==> config.mk <==
export PLATFORM = sky130hd
export DESIGN_NAME = traffic_run_ctrl
export DESIGN_NICKNAME = d
export VERILOG_FILES = /design/src/rtl/traffic_run_ctrl.sv
export SDC_FILE = /design/constraint.sdc
export NUM_CORES = 1
export LEC_CHECK = 0
export ABC_AREA = 1
export CAP_MARGIN = 15
export CORE_MARGIN = 2
export CORE_UTILIZATION = 30
export DETAILED_ROUTE_END_ITERATION = 16
export DONT_BUFFER_PORTS = 1
export GPL_ROUTABILITY_DRIVEN = 0
export PLACE_DENSITY = 0.45
export SLEW_MARGIN = 20
export SYNTH_ARGS = -nofsm -noshare
export SYNTH_HDL_FRONTEND = slang
export SYNTH_SLANG_ARGS = --single-unit
==> constraint.sdc <==
create_clock -name clk -period 7.3 [get_ports clk]
set_input_delay 0.365 -clock clk [delete_from_list [all_inputs] [get_ports clk]]
set_output_delay 0.365 -clock clk [all_outputs]
set_load 0.01 [all_outputs]
==> src/rtl/traffic_run_ctrl.sv <==
`default_nettype none
// ============================================================================
// Module   : traffic_run_ctrl
// Brief    : Run controller for NoC traffic experiments. Steps a run through
//            IDLE -> RST -> SEND -> COOL -> DONE and, during SEND, hands fixed
//            interval injection slots round-robin to the ready nodes.
// Ports    : clk, reset (sync, active-high), start, abort,
//            node_ready[NUM_NODES]  -> net_reset, send, inject[NUM_NODES]
//            (one-hot strobe), phase[3], done, inj_count[CNT_W]
//            optional stall_count[CNT_W] when TRAFFIC_RUN_CTRL_STATS_EN is
//            defined (SEND slots that found no ready node).
// Revision : 1.0  initial release
// ============================================================================
module traffic_run_ctrl #(
    parameter int NUM_NODES       = 9,
    parameter int RESET_CYCLES    = 10,
    parameter int SIM_CYCLES      = 10000,
    parameter int COOLDOWN_CYCLES = 5000,
    parameter int INJ_INTERVAL    = 4,
    parameter int CNT_W           = 32
) (
    input  logic                 clk,
    input  logic                 reset,
    input  logic                 start,
    input  logic                 abort,
    input  logic [NUM_NODES-1:0] node_ready,
    output logic                 net_reset,
    output logic                 send,
    output logic [NUM_NODES-1:0] inject,
    output logic [2:0]           phase,
    output logic                 done,
    output logic [CNT_W-1:0]     inj_count
`ifdef TRAFFIC_RUN_CTRL_STATS_EN
    ,
    output logic [CNT_W-1:0]     stall_count
`endif
);

    localparam int PTR_W = (NUM_NODES > 1) ? $clog2(NUM_NODES) : 1;
    localparam int IW    = (INJ_INTERVAL > 1) ? $clog2(INJ_INTERVAL) : 1;

    typedef enum logic [2:0] {
        ST_IDLE = 3'd0,
        ST_RST  = 3'd1,
        ST_SEND = 3'd2,
        ST_COOL = 3'd3,
        ST_DONE = 3'd4
    } state_t;

    state_t                 state_q, state_d;
    logic [31:0]            cnt_q, cnt_d;
    logic [IW-1:0]          icnt_q, icnt_d;
    logic [PTR_W-1:0]       ptr_q, ptr_d;
    logic                   net_reset_q, net_reset_d;
    logic                   send_q, send_d;
    logic [NUM_NODES-1:0]   inject_q, inject_d;
    logic                   done_q, done_d;
    logic [CNT_W-1:0]       inj_count_q, inj_count_d;
`ifdef TRAFFIC_RUN_CTRL_STATS_EN
    logic [CNT_W-1:0]       stall_count_q, stall_count_d;
`endif

    // Arbitration scratch
    logic [PTR_W-1:0]       search_base;
    logic                   slot_due;
    logic                   found;
    int                     grant_idx;
    logic [2*NUM_NODES-1:0] rot;

    // The strobe is registered, so the slot decision for the next cycle is
    // taken here from the next-state values (state_d / icnt_d). A slot due
    // in SEND cycle k therefore strobes in cycle k itself, which lets the
    // final SEND cycle carry an inject without any strobe leaking into COOL.
    always_comb begin
        state_d     = state_q;
        cnt_d       = cnt_q;
        icnt_d      = icnt_q;
        ptr_d       = ptr_q;
        inj_count_d = inj_count_q;
        inject_d    = '0;
        search_base = ptr_q;
        slot_due    = 1'b0;
        found       = 1'b0;
        grant_idx   = 0;
        rot         = '0;
`ifdef TRAFFIC_RUN_CTRL_STATS_EN
        stall_count_d = stall_count_q;
`endif

        case (state_q)
            ST_IDLE, ST_DONE: begin
                // start has priority; abort is not looked at here
                if (start) begin
                    state_d     = ST_RST;
                    cnt_d       = 32'(RESET_CYCLES - 1);
                    inj_count_d = '0;
`ifdef TRAFFIC_RUN_CTRL_STATS_EN
                    stall_count_d = '0;
`endif
                end
            end
            ST_RST: begin
                if (abort) begin
                    state_d = ST_COOL;
                    cnt_d   = 32'(COOLDOWN_CYCLES - 1);
                end else if (cnt_q == '0) begin
                    state_d     = ST_SEND;
                    cnt_d       = 32'(SIM_CYCLES - 1);
                    icnt_d      = IW'(INJ_INTERVAL - 1);
                    ptr_d       = '0;
                    search_base = '0;
                end else begin
                    cnt_d = cnt_q - 32'd1;
                end
            end
            ST_SEND: begin
                // icnt_q == 0 marks a slot cycle; reload only once granted,
                // otherwise hold at zero so the slot retries every cycle.
                if (icnt_q != '0) begin
                    icnt_d = icnt_q - 1'b1;
                end else if (inject_q != '0) begin
                    icnt_d = IW'(INJ_INTERVAL - 1);
                end else begin
                    icnt_d = '0;
                end
                if (abort || (cnt_q == '0)) begin
                    state_d = ST_COOL;
                    cnt_d   = 32'(COOLDOWN_CYCLES - 1);
                end else begin
                    cnt_d = cnt_q - 32'd1;
                end
            end
            ST_COOL: begin
                if (cnt_q == '0) begin
                    state_d = ST_DONE;
                end else begin
                    cnt_d = cnt_q - 32'd1;
                end
            end
            default: state_d = ST_IDLE;
        endcase

        slot_due = (state_d == ST_SEND) && (icnt_d == '0);
        if (slot_due) begin
            // Rotate a doubled copy so bit 0 is the pointer position, then
            // take the first set bit walking upward (wraps naturally).
            rot = {node_ready, node_ready} >> search_base;
            for (int i = 0; i < NUM_NODES; i++) begin
                if (!found && rot[0]) begin
                    found     = 1'b1;
                    grant_idx = int'(search_base) + i;
                end
                rot = rot >> 1;
            end
            if (grant_idx >= NUM_NODES) begin
                grant_idx = grant_idx - NUM_NODES;
            end
            if (found) begin
                inject_d    = NUM_NODES'(1) << grant_idx;
                ptr_d       = (grant_idx == NUM_NODES - 1) ? '0 : PTR_W'(grant_idx + 1);
                inj_count_d = (&inj_count_q) ? inj_count_q : inj_count_q + CNT_W'(1);
            end
`ifdef TRAFFIC_RUN_CTRL_STATS_EN
            else begin
                stall_count_d = (&stall_count_q) ? stall_count_q
                                                 : stall_count_q + CNT_W'(1);
            end
`endif
        end

        net_reset_d = (state_d == ST_IDLE) || (state_d == ST_RST);
        send_d      = (state_d == ST_SEND);
        done_d      = (state_d == ST_DONE);
    end

    always_ff @(posedge clk) begin
        if (reset) begin
            state_q     <= ST_IDLE;
            cnt_q       <= '0;
            icnt_q      <= '0;
            ptr_q       <= '0;
            net_reset_q <= 1'b1;
            send_q      <= 1'b0;
            inject_q    <= '0;
            done_q      <= 1'b0;
            inj_count_q <= '0;
`ifdef TRAFFIC_RUN_CTRL_STATS_EN
            stall_count_q <= '0;
`endif
        end else begin
            state_q     <= state_d;
            cnt_q       <= cnt_d;
            icnt_q      <= icnt_d;
            ptr_q       <= ptr_d;
            net_reset_q <= net_reset_d;
            send_q      <= send_d;
            inject_q    <= inject_d;
            done_q      <= done_d;
            inj_count_q <= inj_count_d;
`ifdef TRAFFIC_RUN_CTRL_STATS_EN
            stall_count_q <= stall_count_d;
`endif
        end
    end

    assign net_reset = net_reset_q;
    assign send      = send_q;
    assign inject    = inject_q;
    assign phase     = state_q;
    assign done      = done_q;
    assign inj_count = inj_count_q;
`ifdef TRAFFIC_RUN_CTRL_STATS_EN
    assign stall_count = stall_count_q;
`endif

endmodule
`default_nettype wire

# After elaboration in Yosys (flattened, before gate mapping)
# Cells that the tools add are included.
op_classes:
  mux: 58
  n_eq_ne: 11
  n_lt_le_gt_ge: 1
  addsub: 13
  bitwise: 2
  reduce_logical: 30
  shift: 2
ops:
  columns: ["op", "n"]
  rows:
  - ["$mux W32", 21]
  - ["$pmux W32 S4", 1]
  - ["$add A32 B1 Y32 const B", 1]
  - ["$eq A32 B5 Y1 const B", 1]
  - ["$ge A32 B5 Y1 const B", 1]
  - ["$logic_not A32 Y1", 1]
  - ["$reduce_and A32 Y1", 1]
  - ["$shl A1 B32 Y9 const A", 1]
  - ["$sub A32 B1 Y32 const B", 1]
  - ["$sub A32 B5 Y32 const B", 1]
  - ["$mux W4", 7]
  - ["$add A4 B3 Y5 const B", 4]
  - ["$mux W1", 18]
  - ["$shr A18 B4 Y9", 1]
  - ["$mux W3", 5]
  - ["$pmux W3 S4", 1]
  - ["$add A4 B2 Y5 const B", 2]
  - ["$eq A3 B2 Y1 const B", 3]
  - ["$logic_and A1 B1 Y1", 9]
  - ["$reduce_bool A9 Y1", 1]
  - ["$logic_not A1 Y1", 8]
  - ["$mux W2", 4]
  - ["$eq A3 B1 Y1 const B", 2]
  - ["$eq A3 B3 Y1 const B", 2]
  - ["16 further kinds", 20]
word_totals:
  elab_cells: 126
  register_bits: 85
  out_inout_bits: 47
  inputBits: 13

# Longest topological paths before layout
depth:
  ltp_word: 46
  depth_mapped: 39
  mapped_depth_nobuf: 38

# Worst setup path after synthesis
# No wires, ideal clock.
synth_timing:
  path_type: "register to register"
  start: "register cnt_q[0]"
  end: "register ptr_q[0]"
  arrival_ns: 3.972
  path_buffers: 1
  synth_period_minus_slack_ns: 4.104
  setup_ns: 0.132
  path_stages_with_launch: 34
  t_required_ns: 7.168
  slack_ns: 3.196
  cell_sequence: "dfxtp_1 -> inv_1 -> ha_1 -> nand2_2 -> nor2_4 -> nand2_2 -> nor2_8 -> nand2_8 -> buf_6 -> nand3_1 -> nand3_1 -> nand3_1 -> nand3_2 -> nand2_4 -> nand3_4 -> nor2_8 -> nand3_2 -> nor2_4 -> nand3_2 -> nand3_1 -> nand2_2 -> ha_1 -> nand2_1 -> nand2_1 -> ha_1 -> nand2_4 -> nand2_1 -> nand2_2 -> ha_1 -> inv_1 -> nor2_1 -> nand3_1 -> nand3_1 -> a21oi_1"
synth_via:
  elab_chain_cells: 46
  word_cells_on_any_way: 78
  classes_between: "10 x add/sub; 1 x order compare; 2 x eq/ne; 1 x shift; 44 x mux; 20 x reduce/logical"
synth_rtl:
  columns: ["item", "line_no", "text"]
  rows:
  - ["from (decl)", "51", "logic [31:0] cnt_q, cnt_d;"]
  - ["from (signal assigned)", "192", "cnt_q <= cnt_d;"]
  - ["$logic_not A32 Y1 (*)", "106, 126, 134", null]
  - ["$mux W4", "106", "end else if (cnt_q == '0) begin"]
  - ["$mux W4", "103", "if (abort) begin"]
  - ["$mux W4", "90", "case (state_q)"]
  - ["$shr A18 B4 Y9", "147", "rot = {node_ready, node_ready} >> search_base;"]
  - ["$mux W1", "149", "if (!found && rot[0]) begin"]
  - ["$mux W1", "144", "if (slot_due) begin"]
  - ["$logic_not A1 Y1", "149", null]
  - ["[... 30 more ...]", null, null]
  - ["$mux W32", "144", null]
  - ["$sub A32 B5 Y32 / $ge A32 B5 Y1 (equally long branches)", "156, 155", null]
  - ["$mux W32", "155", "if (grant_idx >= NUM_NODES) begin"]
  - ["$mux W32", "144", null]
  - ["$add A4 B2 Y4 / $eq A32 B5 Y1 (equally long branches)", "160", "ptr_d = (grant_idx == NUM_NODES - 1) ? '0 : PTR_W'(grant_idx + 1);"]
  - ["$mux W4", "160", null]
  - ["$mux W4", "158", "if (found) begin"]
  - ["$mux W4 (*)", "144", null]
  - ["to (signal assigned)", "194", "ptr_q <= ptr_d;"]
  - ["to (decl)", "53", "logic [PTR_W-1:0] ptr_q, ptr_d;"]
# Every way passes the cells marked *; elsewhere a longest branch is shown, timed or not. The select of a mux whose other input is x is not followed.
# A chain may end at the register's enable or synchronous reset.

# Worst setup path in the final report
layout_timing:
  start: "register cnt_q[0]"
  end: "register ptr_q[1]"
# The elaborated chain is that of the path after synthesis.

==> metrics.csv <==
stage;metric;value;unit
outcome;status;finished, final reports clean;
clocking;clkSinkCount;85;
clocking;cts_buffer_depth;2;
clocking;ctsHoldBuffers;0;
grt;grt_pass1_wl;29300;um
yosys;yosysMostFrequentCell;nand2_1;
detailed_routing;drc;0;
detailed_routing;dr.pass1.iters;5;
grt;antenna_found_initial;0;
yosys;synthTopCellsByCount;227 x nand2_1, 118 x inv_1, 110 x nand3_1, 102 x nor2_1, 85 x dfxtp_1;
timing;tightest_slew;0.849;ns
detailed_routing;route.vias.total;5893;
clocking;cts_resized;0;
yosys;yosys.area_share.simple;42.3;%
hold_path;min_from;reset;
yosys;synthTopCellsByArea;dfxtp_1 27%, nand2_1 14%, nand3_1 8.9%;
yosys;synth_xor_area_share;5.94;%
setup_path;critPathLaunch;cnt_q[0]$_SDFFE_PP0P_;
clocking;root_buffer;clkbuf_16;
hold_path;holdPathEnd;cnt_q[12]$_SDFFE_PP0P_;
setup_path;worstRegToRegCells;30;
setup_path;reg2reg_to;ptr_q[1]$_SDFF_PP0_;
yosys;ys_seq_area_share;27.5;%
finish;areaGrowthSynthToFinish;8.88;%
setup_path;slowest_delay;0.67;ns
timing;fmaxAchievable;0.186;GHz
hold_path;worstHoldPathType;input port to flip-flop;
power;power.density;505;nW/um^2
yosys;synth_edf_count;0;
placement;post-place-ws;1.96;ns
floorplan;core-area;20200;um^2
flow_run;cap_violations;0;
timing;maxSlewHeadroom;43.3;%
setup_path;cp.required;7.53;ns
grt;grt_pass1_vias;5836;
setup_path;cpMaxStageDelayCell;nand2_1;
setup_path;arrival;5.60;ns
timing;finalHoldViolations;0;
setup_path;cpMostUsedCell;nand3_1;
timing;setup_slack;1.93;ns
yosys;syn_nets;995;
grt;grt-ovfl-total;0;
yosys;synth_cells;969;
yosys;yosysUniqueCellTypes;49;
yosys;synthFlopType;dfxtp_1;
yosys;async_flop_share;0;%
yosys;ys_warn_count;0;
timing;fin_crit;5.37;ns
setup_path;reg2reg_from;cnt_q[0]$_SDFFE_PP0P_;
finish;final_nets;985;
setup_path;path_class;flip-flop to flip-flop;
yosys;syn_area;6190;um^2
detailed_routing;wl_per_cell;14.0;um
placement;port_buffers;0;
yosys;synth.top_cell.area_share;27.5;%
placement;dp.cells;1218;
yosys;avgSynthCellArea;6.39;um^2
timing;setup_tns;0;ns
floorplan;rows;52;
yosys;yosysTopAreaCell;dfxtp_1;
placement;dp_hpwl;13100;um
detailed_routing;final_antenna_net_count;0;
yosys;yosys.area_share.adder;2.63;%
setup_path;end_kind;flip-flop;
setup_path;reg2reg_slack;1.93;ns
floorplan;start_util;30.6;%
clocking;clock_latency;0.35;ns
yosys;ys_ff_latch;85;
timing;finalClockSkew;0.00832;ns
power;p_leak;2.83;nW
finish;finalNonFillerCells;1234;
yosys;synth_compound_area_share;11.4;%
floorplan;io_pins;60;
finish;layout-drive-gt1-share;8.30;%
finish;n_antenna_cell;0;
yosys;yosys-mux-area-fraction;0;%
timing;slew_viol_final;0;
timing;setup_violations;0;
clocking;cts_max_level;3;
setup_path;start_kind;flip-flop;
detailed_routing;routed_via_density;4.78;
grt;grt_usage;16.4;%
detailed_routing;wl;17300;um
timing;rsz0062_at_grt;false;
clocking;post_cts_buffers;0;
clocking;cts_made_buffers;9;
clocking;cts_tree;built;
floorplan;die_w;148;um
timing;fin_crit_sh;73.5;%
floorplan;dieArea;21800;um^2
power;peakVddDrop;0.143;mV
hold_path;hold_path_depth;1;
clocking;clkTransAtPathRegs;0.06;ns
setup_path;crit_fanout;22;
floorplan;die_y;148;um
grt;grt_max_degree;52;
detailed_routing;drt_iter0_markers;379;
yosys;synth_top_family_by_area;simple AND/OR/NAND/NOR gates;
## metrics by stage
| stage | total power [W] | instance area (um^2) | hold slack [ns] | util (%) |
|---|---|---|---|---|
| 3_5_place_dp | 0.00291 | 6410 | 0.448 | 31.7 |
| 4_1_cts | 0.00343 | 6730 | 0.0744 | 33.3 |
| 6_report | 0.00340 | 6740 | 0.0935 | 33.3 |
| 5_1_grt | 0.00377 | 6740 | 0.0753 | 33.3 |
| 3_3_place_gp | 0.00295 | 6410 | 0.447 | 31.7 |
| 2_1_floorplan | 0.00243 | 6190 | 0.431 | - |
## power by group
| group | internal [W] | leakage [nW] | switching [W] |
|---|---|---|---|
| registers | 0.000556 | 0.688 | 0.000111 |
| clock network | 0.000311 | 0.160 | 0.000194 |
| logic | 0.000681 | 1.98 | 0.00155 |
## flip-flops by register name, summed over array words and instances, names as in the netlist
register and count:
cnt_q 32, done 1, icnt_q 2, inj_count 32, inject 9, net_reset 1, phase 3, ptr_q 4
send 1
## cell families (layout without fill, tap and decap cells)
kind of cell | Yosys count | count (layout)
AO/OA/AOI/OAI | 126 | 126
adder cells (fa/ha/maj) | 13 | 13
XOR/XNOR | 42 | 42
AND/OR/NAND/NOR | 550 | 550
flip-flops | 85 | 85
buffers and inverters | 153 | 148
## worst max-delay path, delay by kind of cell (launching register included)
family	cells	cell delay, ns
AO/OA/AOI/OAI	1	0.07
flip-flops	1	0.32
buffers and inverters	3	0.51
adder cells (fa/ha/maj)	4	0.94
AND/OR/NAND/NOR	22	3.40
## worst max-delay path by stage
stage / to / slack, ns / cells past startpoint
5_1_grt: ptr_q[2]$_SDFF_PP0_ / 1.28 / 31
3_5_place_dp: ptr_q[3]$_SDFF_PP0_ / 1.96 / 30
6_report: ptr_q[1]$_SDFF_PP0_ / 1.93 / 30
2_1_floorplan: ptr_q[0]$_SDFF_PP0_ / 3.20 / 33
3_3_place_gp: ptr_q[3]$_SDFF_PP0_ / 2.06 / 30
4_1_cts: ptr_q[3]$_SDFF_PP0_ / 1.93 / 30
## final cells by class
type,count,area [um^2]
Fill cell,2256,13500
Multi-Input combinational cell,731,3870
Sequential cell,85,1700
Inverter,129,484
Tap cell,270,338
Clock buffer,11,243
Clock inverter,5,82.6
Timing Repair Buffer,3,22.5
## metal layers
layer	routed length, um	share of wire (%)	global-route usage (%)
met3	831	4.8	4.14
met1	8290	48	21.4
met2	7930	46	27.1
met4	248	1.4	4.23
met5	0	0	0
## layout by cell type (no fill, tap or decap), drive strengths merged, types with 2 or more instances in the layout
| cell | netlist | layout |
|---|---|---|
| ha | 13 | 13 |
| inv | 126 | 127 |
| a21oi | 65 | 65 |
| clkinv | 3 | 5 |
| xor2 | 26 | 26 |
| nor2 | 115 | 115 |
| a22oi | 2 | 2 |
| nor3 | 25 | 25 |
| nand3 | 121 | 121 |
| nand4 | 19 | 19 |
| a31oi | 4 | 4 |
| o21a | 3 | 3 |
| xnor2 | 16 | 16 |
| nor4 | 10 | 10 |
| bufinv | 0 | 2 |
| or4 | 3 | 3 |
| buf | 15 | 3 |
| or2 | 2 | 2 |
| o311ai | 2 | 2 |
| clkbuf | 9 | 11 |
| nand2 | 250 | 250 |
| dfxtp | 85 | 85 |
| nand3b | 3 | 3 |
| a211oi | 4 | 4 |
| a221oi | 3 | 3 |
| o21ai | 37 | 37 |
Note: power is estimated with default switching activity, not from simulation.
